[src/rtl/exdata_spill_fifo_if.sv]
// Spill-FIFO bundle: clear, live gate and running count in; FWFT head, level and drop count out.
// The master side drives the inputs; the slave is the FIFO block itself.
interface exdata_spill_fifo_if #(
    parameter int CNT_W   = 32,
    parameter int SPILL_W = 16,
    parameter int DEPTH   = 8
);
    logic                       clr;
    logic [CNT_W-1:0]           cnt_in;
    logic                       live;
    logic                       rd_ready;
    logic                       out_valid;
    logic [SPILL_W+CNT_W-1:0]   out_data;
    logic [$clog2(DEPTH):0]     fifo_level;
    logic [15:0]                overflow_cnt;

    modport master (
        output clr, cnt_in, live, rd_ready,
        input  out_valid, out_data, fifo_level, overflow_cnt
    );

    modport slave (
        input  clr, cnt_in, live, rd_ready,
        output out_valid, out_data, fifo_level, overflow_cnt
    );
endinterface

[src/rtl/exdata_spill_fifo.sv]
// Captures {spill_id, count} one cycle after each live falling edge into a FWFT FIFO.
// Entry visible 2 cycles after the fall is sampled; when full and not popping, the spill is dropped and counted.
module exdata_spill_fifo #(
    parameter int CNT_W   = 32,
    parameter int SPILL_W = 16,
    parameter int DEPTH   = 8
) (
    input  logic                clk,
    input  logic                rst_n,
    exdata_spill_fifo_if.slave  bus
);
    localparam int AW = $clog2(DEPTH);
    localparam int LW = AW + 1;

    typedef struct packed {
        logic [SPILL_W-1:0] spill_id;
        logic [CNT_W-1:0]   count;
    } entry_t;

    logic               r_live_d;
    logic               r_pending;
    logic [SPILL_W-1:0] r_spill_id;
    entry_t             r_mem [DEPTH];
    logic [AW-1:0]      r_wr_ptr;
    logic [AW-1:0]      r_rd_ptr;
    logic [LW-1:0]      r_level;
    logic [15:0]        r_ovf;

    logic   w_fall;
    logic   w_full;
    logic   w_empty;
    logic   w_pop;
    logic   w_push;
    logic   w_drop;
    entry_t w_entry;

    assign w_fall  = r_live_d & ~bus.live;
    assign w_full  = (r_level == LW'(DEPTH));
    assign w_empty = (r_level == '0);
    assign w_pop   = ~w_empty & bus.rd_ready;
    // A full FIFO still accepts the capture when its head leaves on the same edge.
    assign w_push  = r_pending & (~w_full | w_pop);
    assign w_drop  = r_pending & ~w_push;
    assign w_entry = '{spill_id: r_spill_id, count: bus.cnt_in};

    always_ff @(posedge clk or negedge rst_n) begin
        if (!rst_n) begin
            r_live_d   <= 1'b0;
            r_pending  <= 1'b0;
            r_spill_id <= '0;
            r_wr_ptr   <= '0;
            r_rd_ptr   <= '0;
            r_level    <= '0;
            r_ovf      <= '0;
            for (int i = 0; i < DEPTH; i++) begin
                r_mem[i] <= '0;
            end
        end else if (bus.clr) begin
            // Taking live here swallows any fall that lands on the clear edge.
            r_live_d   <= bus.live;
            r_pending  <= 1'b0;
            r_spill_id <= '0;
            r_wr_ptr   <= '0;
            r_rd_ptr   <= '0;
            r_level    <= '0;
            r_ovf      <= '0;
        end else begin
            r_live_d  <= bus.live;
            r_pending <= w_fall;
            if (r_pending) begin
                r_spill_id <= r_spill_id + SPILL_W'(1);
            end
            if (w_push) begin
                r_mem[r_wr_ptr] <= w_entry;
                r_wr_ptr        <= r_wr_ptr + AW'(1);
            end
            if (w_pop) begin
                r_rd_ptr <= r_rd_ptr + AW'(1);
            end
            if (w_push && !w_pop) begin
                r_level <= r_level + LW'(1);
            end else if (w_pop && !w_push) begin
                r_level <= r_level - LW'(1);
            end
            if (w_drop && (r_ovf != 16'hFFFF)) begin
                r_ovf <= r_ovf + 16'd1;
            end
        end
    end

    assign bus.out_valid    = ~w_empty;
    assign bus.out_data     = r_mem[r_rd_ptr];
    assign bus.fifo_level   = r_level;
    assign bus.overflow_cnt = r_ovf;

endmodule

[src/flat_wrapper.sv]
// flat-port wrapper written by rule: the top's interface ports become plain ports
module exdata_spill_fifo_flat 
#(
    parameter int CNT_W   = 32,
    parameter int SPILL_W = 16,
    parameter int DEPTH   = 8
)
  (clk, rst_n, bus_clr, bus_cnt_in, bus_live, bus_rd_ready, bus_out_valid, bus_out_data, bus_fifo_level, bus_overflow_cnt);
  exdata_spill_fifo_if #(.CNT_W(CNT_W), .SPILL_W(SPILL_W), .DEPTH(DEPTH)) bus_i ();
  input  logic clk;
  input  logic rst_n;
  input wire logic [$bits(bus_i.clr)-1:0] bus_clr;
  input wire logic [$bits(bus_i.cnt_in)-1:0] bus_cnt_in;
  input wire logic [$bits(bus_i.live)-1:0] bus_live;
  input wire logic [$bits(bus_i.rd_ready)-1:0] bus_rd_ready;
  output wire logic [$bits(bus_i.out_valid)-1:0] bus_out_valid;
  output wire logic [$bits(bus_i.out_data)-1:0] bus_out_data;
  output wire logic [$bits(bus_i.fifo_level)-1:0] bus_fifo_level;
  output wire logic [$bits(bus_i.overflow_cnt)-1:0] bus_overflow_cnt;
  assign bus_i.clr = bus_clr;
  assign bus_i.cnt_in = bus_cnt_in;
  assign bus_i.live = bus_live;
  assign bus_i.rd_ready = bus_rd_ready;
  assign bus_out_valid = bus_i.out_valid;
  assign bus_out_data = bus_i.out_data;
  assign bus_fifo_level = bus_i.fifo_level;
  assign bus_overflow_cnt = bus_i.overflow_cnt;
  exdata_spill_fifo #(.CNT_W(CNT_W), .SPILL_W(SPILL_W), .DEPTH(DEPTH)) u_core (.clk(clk), .rst_n(rst_n), .bus(bus_i));
endmodule
[config.mk]
export PLATFORM = sky130hd
export DESIGN_NAME = exdata_spill_fifo_flat
export DESIGN_NICKNAME = d
export VERILOG_FILES = /design/src/rtl/exdata_spill_fifo_if.sv /design/src/rtl/exdata_spill_fifo.sv /design/src/flat_wrapper.sv
export SDC_FILE = /design/constraint.sdc
export NUM_CORES = 1
export LEC_CHECK = 0
export BUFFER_PORTS_ARGS = -buffer_cell sky130_fd_sc_hd__buf_2
export CAP_MARGIN = 40
export CELL_PAD_IN_SITES_DETAIL_PLACEMENT = 1
export CELL_PAD_IN_SITES_GLOBAL_PLACEMENT = 1
export CORE_AREA = 2 2 226 162
export DETAILED_ROUTE_END_ITERATION = 8
export DIE_AREA = 0 0 228 164
export HOLD_SLACK_MARGIN = 0.08
export PLACE_DENSITY_LB_ADDON = 0.12
export REMOVE_ABC_BUFFERS = 1
export SLEW_MARGIN = 20
export SYNTH_ARGS = -nofsm -noshare
export SYNTH_HDL_FRONTEND = slang
export SYNTH_SLANG_ARGS = --single-unit
[constraint.sdc]
create_clock -name clk -period 4.1 [get_ports clk]
set_input_delay 0.41 -clock clk [delete_from_list [all_inputs] [get_ports clk]]
set_output_delay 0.41 -clock clk [all_outputs]
set_load 0.1 [all_outputs]
# Yosys cells after proc, flatten, opt, wreduce, memory -nomap -nowiden

Index checks and enable logic that the tools add are counted.
W data, S select, Z words.

Bits in registers: 428
Input port bits: 37
Output and inout bits: 69
Logic and storage cells: 77

$add $sub $neg: 6
Magnitude comparators: 3
Equality and inequality tests: 2
Muxes and demuxes: 18
Bitwise operators: 12
Reductions and logical operators: 13

Operator list:

| kind                    | number |
|---|---|
| $bwmux W384             | 1 |
| $bmux W48 S3            | 1 |
| $demux W48 S3           | 1 |
| $mux W48                | 3 |
| $mux W16                | 4 |
| $add A16 B1 Y16 const B | 2 |
| $ne A16 B16 Y1 const B  | 1 |
| $mux W3                 | 4 |
| $mux W4                 | 3 |
| $ge A4 B4 Y1 const B    | 2 |
| $not A3 Y4              | 2 |
| $reduce_bool A2 Y1      | 4 |
| $add A3 B1 Y3 const B   | 2 |
| $not A1 Y1              | 5 |
| $add A4 B1 Y4 const B   | 1 |
| $and A1 B1 Y1           | 4 |
| $eq A4 B4 Y1 const B    | 1 |
| $logic_and A1 B1 Y1     | 4 |
| $logic_not A4 Y1        | 1 |
| $lt A4 B1 Y1 const B    | 1 |
| $sub A4 B1 Y4 const B   | 1 |
| $reduce_bool A3 Y1      | 1 |
| $logic_not A1 Y1        | 2 |
| $reduce_and A2 Y1       | 1 |
| 2 further kinds         | 2 |

# Depth between registers and ports, before layout

Depth after elaboration: 10
Mapped depth: 10
Gate-level depth less buffers: 9

# Worst setup path before layout

No wires, ideal clock.

Path kind: flip-flop to flip-flop
From: reg u_core.r_level[0] (netlist: u_core.bus.fifo_level[0])
To: reg u_core.r_level[3] (netlist: u_core.bus.fifo_level[3])
Setup time: 82 ps
Arrival: 3816 ps
Required time: 4018 ps
Path slack: 202 ps
Cell stages (with the launch flop): 11
Path buffers: 1
Clock period less this slack: 3898 ps
Cell sequence: dfrtp_1 or4_1 clkbuf_1 nand2_1 nand2_1 ha_1 a21o_1 a21o_1 or4b_2 o41a_1 a31oi_1

Cells in the longest elaborated chain, start to end: 8
Elaborated cells between the ends (all ways): 17
Those cells by class: add/sub: 2; eq/ne: 1; mux: 3; bitwise: 5; reduce/logical: 6

Ends and longest elaborated chain:

| what                                                           | line                                             | text |
|---|---|---|
| start: declaration                                             | exdata_spill_fifo.sv:26                          | `logic [LW-1:0] r_level;` |
| start signal: assignment                                       | exdata_spill_fifo.sv:81                          | `r_level <= r_level + LW'(1);` |
| start signal: assignment                                       | exdata_spill_fifo.sv:83                          | `r_level <= r_level - LW'(1);` |
| $logic_not A4 Y1 (*)                                           | exdata_spill_fifo.sv:39                          | `assign w_empty = (r_level == '0);` |
| $not A1 Y1 (*)                                                 | n/a                                              |  |
| named net bus_out_valid                                        | flat_wrapper.sv:16                               | `output wire logic [$bits(bus_i.out_valid)-1:0] bus_out_valid;` |
| $and A1 B1 Y1 (*)                                              | exdata_spill_fifo.sv:40                          | `assign w_pop = ~w_empty & bus.rd_ready;` |
| $or A1 B1 Y1                                                   | exdata_spill_fifo.sv:42                          | `assign w_push = r_pending & (~w_full \| w_pop);` |
| $and A1 B1 Y1                                                  | exdata_spill_fifo.sv:42                          |  |
| $logic_and A1 B1 Y1 / $logic_not A1 Y1 (equally long branches) | exdata_spill_fifo.sv:80, exdata_spill_fifo.sv:82 |  |
| $mux W4 / $logic_and A1 B1 Y1 (equally long branches)          | exdata_spill_fifo.sv:80, exdata_spill_fifo.sv:82 |  |
| $mux W4 / $reduce_bool A3 Y1 (equally long branches)           | n/a                                              |  |

The timed path passes the listed nets; every way through them passes the cells marked *. The select of a mux whose other input is x is not followed.
A chain may end at the register's enable or synchronous reset.

# Final worst setup path

From: reg u_core.r_rd_ptr[0]
To: out bus_out_data[9]

Cells in the longest elaborated chain, start to end: 4

Ends and longest elaborated chain:

| what                                         | line                    | text |
|---|---|---|
| start: declaration                           | exdata_spill_fifo.sv:25 | `logic [AW-1:0] r_rd_ptr;` |
| start signal: assignment                     | exdata_spill_fifo.sv:78 | `r_rd_ptr <= r_rd_ptr + AW'(1);` |
| $not A3 Y4 (implied by the code)             | exdata_spill_fifo.sv:92 | `assign bus.out_data = r_mem[r_rd_ptr];` |
| $bmux W48 S3                                 | exdata_spill_fifo.sv:92 |  |
| $mux W48 (implied by the code) (2 in series) | exdata_spill_fifo.sv:92 |  |
| end: declaration                             | flat_wrapper.sv:17      | `output wire logic [$bits(bus_i.out_data)-1:0] bus_out_data;` |

No other way between the ends. The select of a mux whose other input is x is not followed.

==> results_dict.tcl <==
set metrics [dict create \
    gr-usage-met3_pct 3.30 \
    core_um2 35300 \
    intPower_mw 7.54 \
    power_frac_clock_pct 33.7 \
    p_total_mw 11.5 \
    fmax_ghz 0.296 \
    hold_viol_final 0 \
    synth.avg_cell_area_um2 15.8 \
    grt_setup_unrepaired "no" \
    vdd_drop_max_mv 0.385 \
    cp-end-kind "output pin" \
    place_area_um2 20500 \
    synth_area_leader_cell "dfrtp_1" \
    drv_cap 0 \
    grt_busiest_layer "met2" \
    crit_chain "buf_12, mux4_2, mux2_2, buf_2" \
    p_comb_share_pct 26.0 \
    worst-setup-path-type "reg -> out" \
    ys_seq_area_share_pct 55.0 \
    die_w_um 228 \
    synth_async_sr_flop_share_pct 100 \
    finalNonFillerCells 1823 \
    grt_max_degree 107 \
    cpPeakStageDelay_ns 0.68 \
    period_needed_ns 3.38 \
    htreeDepth 2 \
    grt_pass1_wl_um 70900 \
    layout-drive-gt1-share_pct 52.9 \
    final_util_pct 62.1 \
    required_ns 3.69 \
    nets 1360 \
    ys_seq_elements 428 \
    grtUsageTotal_pct 24.3 \
    arrival_ns 2.97 \
    tightest_slew_ns 0.836 \
    netlist_instances 1235 \
    dp_cells 1749 \
    clk-insertion-delay-late_ns 0.55 \
    wirelength_um 43900 \
    setup_viol 0 \
    drtIter0Drc 488 \
    worst_setup_path_start_kind "flip-flop" \
    synth_cell_type_count 47 \
    antenna_found_initial 0 \
    holdPathStages 2 \
    hpwl_um 25200 \
    seq_power_share_pct 40.3 \
    first_global_vias 12300 \
    yosys-top-cells-area "dfrtp_1 (55%), mux2_2 (23%), mux4_2 (11%), mux2_4 (1.5%), mux2_1 (1.4%)" \
    power_switching_mw 3.92 \
    post-place-ws_ns 1.14 \
    rows 58 \
    remaining_drc_errors 0 \
    die_area_um2 37400 \
    use_met1_pct 34.0 \
    ff2ff_path_depth 9 \
    ant_nets 0 \
    swShare_pct 34.2 \
    fin_crit_sh_pct 82.4 \
    cts_root_buf "clkbuf_16" \
    initial_utilization_pct 55.2 \
    finalClockSkew_ns 0.0166 \
    dr_total_vias 10900 \
    yosys.area.top_type_share_pct 55.0 \
    clkTransAtPathRegs_ns 0.06 \
    cp_max_fo 62 \
    area_delta_synth_final_pct 12.5 \
    grtUsageMet2_pct 41.3 \
    pin_count 106 \
    clock-sinks 428 \
    ys_warn_count 0 \
    cts_buffers 42 \
    hold_buffers 2 \
    num_antenna_cells 0 \
    relSlewSlack_pct 44.3 \
    postCtsSetupRepairBufs 0 \
    status "finished clean" \
    numPortBuffers 105 \
    fin_area_um2 21900 \
    hold_slack_ns 0.177 \
    hold_class "in -> reg" \
    gp_congestion 0.736 \
    overflow 0 \
    synthesis.area_um2 19500 \
    cts_resized 0 \
    via_per_inst 5.98 \
    detail_route.first_pass.iterations 4 \
    p_per_area_nw_per_um2 523 \
    p_leak_nw 10.6 \
    clock_path_buffers 3 \
    fin_tns_setup_ns 0 \
    synth_edf_count 0 \
    slowest_stage "dfrtp_4" \
    slew_violations 0 \
    die_y_um 164 \
    cts_tree "built" \
    setup_ws_ns 0.720 \
    wire_per_inst_um 24.1 \
    synth_top_flop_cell "dfrtp_1" \
]
==> synthesized netlist by cell type (9+ instances only) <==
cell type / instances
dfrtp_1: 428
clkbuf_1: 37
buf_6: 9
xnor2_1: 13
nand4_1: 11
nor2_1: 38
mux4_2: 96
buf_2: 37
xor2_1: 15
nand3_1: 15
nand2_1: 21
mux2_2: 391
mux2_1: 24
mux2_4: 20
==> final cells by class <==
type | instances | area [um^2]
clock buffer | 64 | 1260
clock inverter | 7 | 91.3
fill | 3203 | 13400
inverter | 6 | 22.5
multi-input combinational | 710 | 8320
sequential | 428 | 10700
tap | 480 | 601
timing repair buffer | 128 | 887
==> logic make-up (layout without fill, tap and decap cells) <==
logic type               after synthesis  count (layout)  share of synthesized area [%]
AO/OA/AOI/OAI                         26              26                          0.925
multiplexers                         534             534                           36.8
XOR/XNOR                              28              28                           1.26
flip-flops                           428             428                           55.0
adder cells (fa/ha/maj)                7               7                          0.488
buffers and inverters                 97             205                           2.49
AND/OR/NAND/NOR                      115             115                           3.08
==> routing by layer <==
layer,up-vias,wire length [um]
li1,4737,-
met1,5969,20000
met2,139,21900
met3,48,1420
met4,0,578
met5,-,0
==> power by group through the flow <==
stage | clock network (mW) | logic, mW | registers, mW
global route | 4.13 | 3.12 | 4.65
finish | 3.86 | 2.99 | 4.62
floorplan | 0 | 2.22 | 4.89
detailed placement | 0 | 3.00 | 4.69
CTS | 3.96 | 3.02 | 4.62
global placement | 0 | 2.97 | 4.68
==> worst paths after layout <==
check,startpoint,to,slack [ns]
worst min-delay path,bus_cnt_in[13],u_core.r_mem[157]$_DFFE_PN0P_,0.18
worst max register to register,u_core.r_pending$_DFF_PN0_,u_core.bus.fifo_level[3]$_DFFE_PN0P_,1.10
min in group asynchronous,rst_n,u_core.r_mem[114]$_DFFE_PN0P_,0.53
max in group asynchronous,rst_n,u_core.r_mem[97]$_DFFE_PN0P_,2.55
worst min register to register,u_core.r_mem[157]$_DFFE_PN0P_,u_core.r_mem[157]$_DFFE_PN0P_,0.49
worst max-delay path,u_core.r_rd_ptr[0]$_DFFE_PN0P_,bus_out_data[9],0.72
==> cells in the final DEF (no fill, tap or decap), types with 13 or more instances in the layout <==
master and n:
mux2_2 391, nand3_1 13, xor2_1 15, nor2_1 38, buf_2 104, mux4_2 96
mux2_4 20, clkbuf_16 43, xnor2_1 13, nand2_1 19, dfrtp_1 425, mux2_1 24
==> worst max-delay path, delay by kind of cell, from the launching register on <==
kind     cells  cell delay [ns]
flops        1             0.68
buf+inv      2             0.79
mux          2             0.91
==> state kept, by name, indices dropped and copies added (netlist names) <==
register                 count
u_core.bus.fifo_level        4
u_core.bus.overflow_cnt     16
u_core.r_live_d              1
u_core.r_mem               384
u_core.r_pending             1
u_core.r_rd_ptr              3
u_core.r_spill_id           16
u_core.r_wr_ptr              3
(Power assumes the default switching activity.)
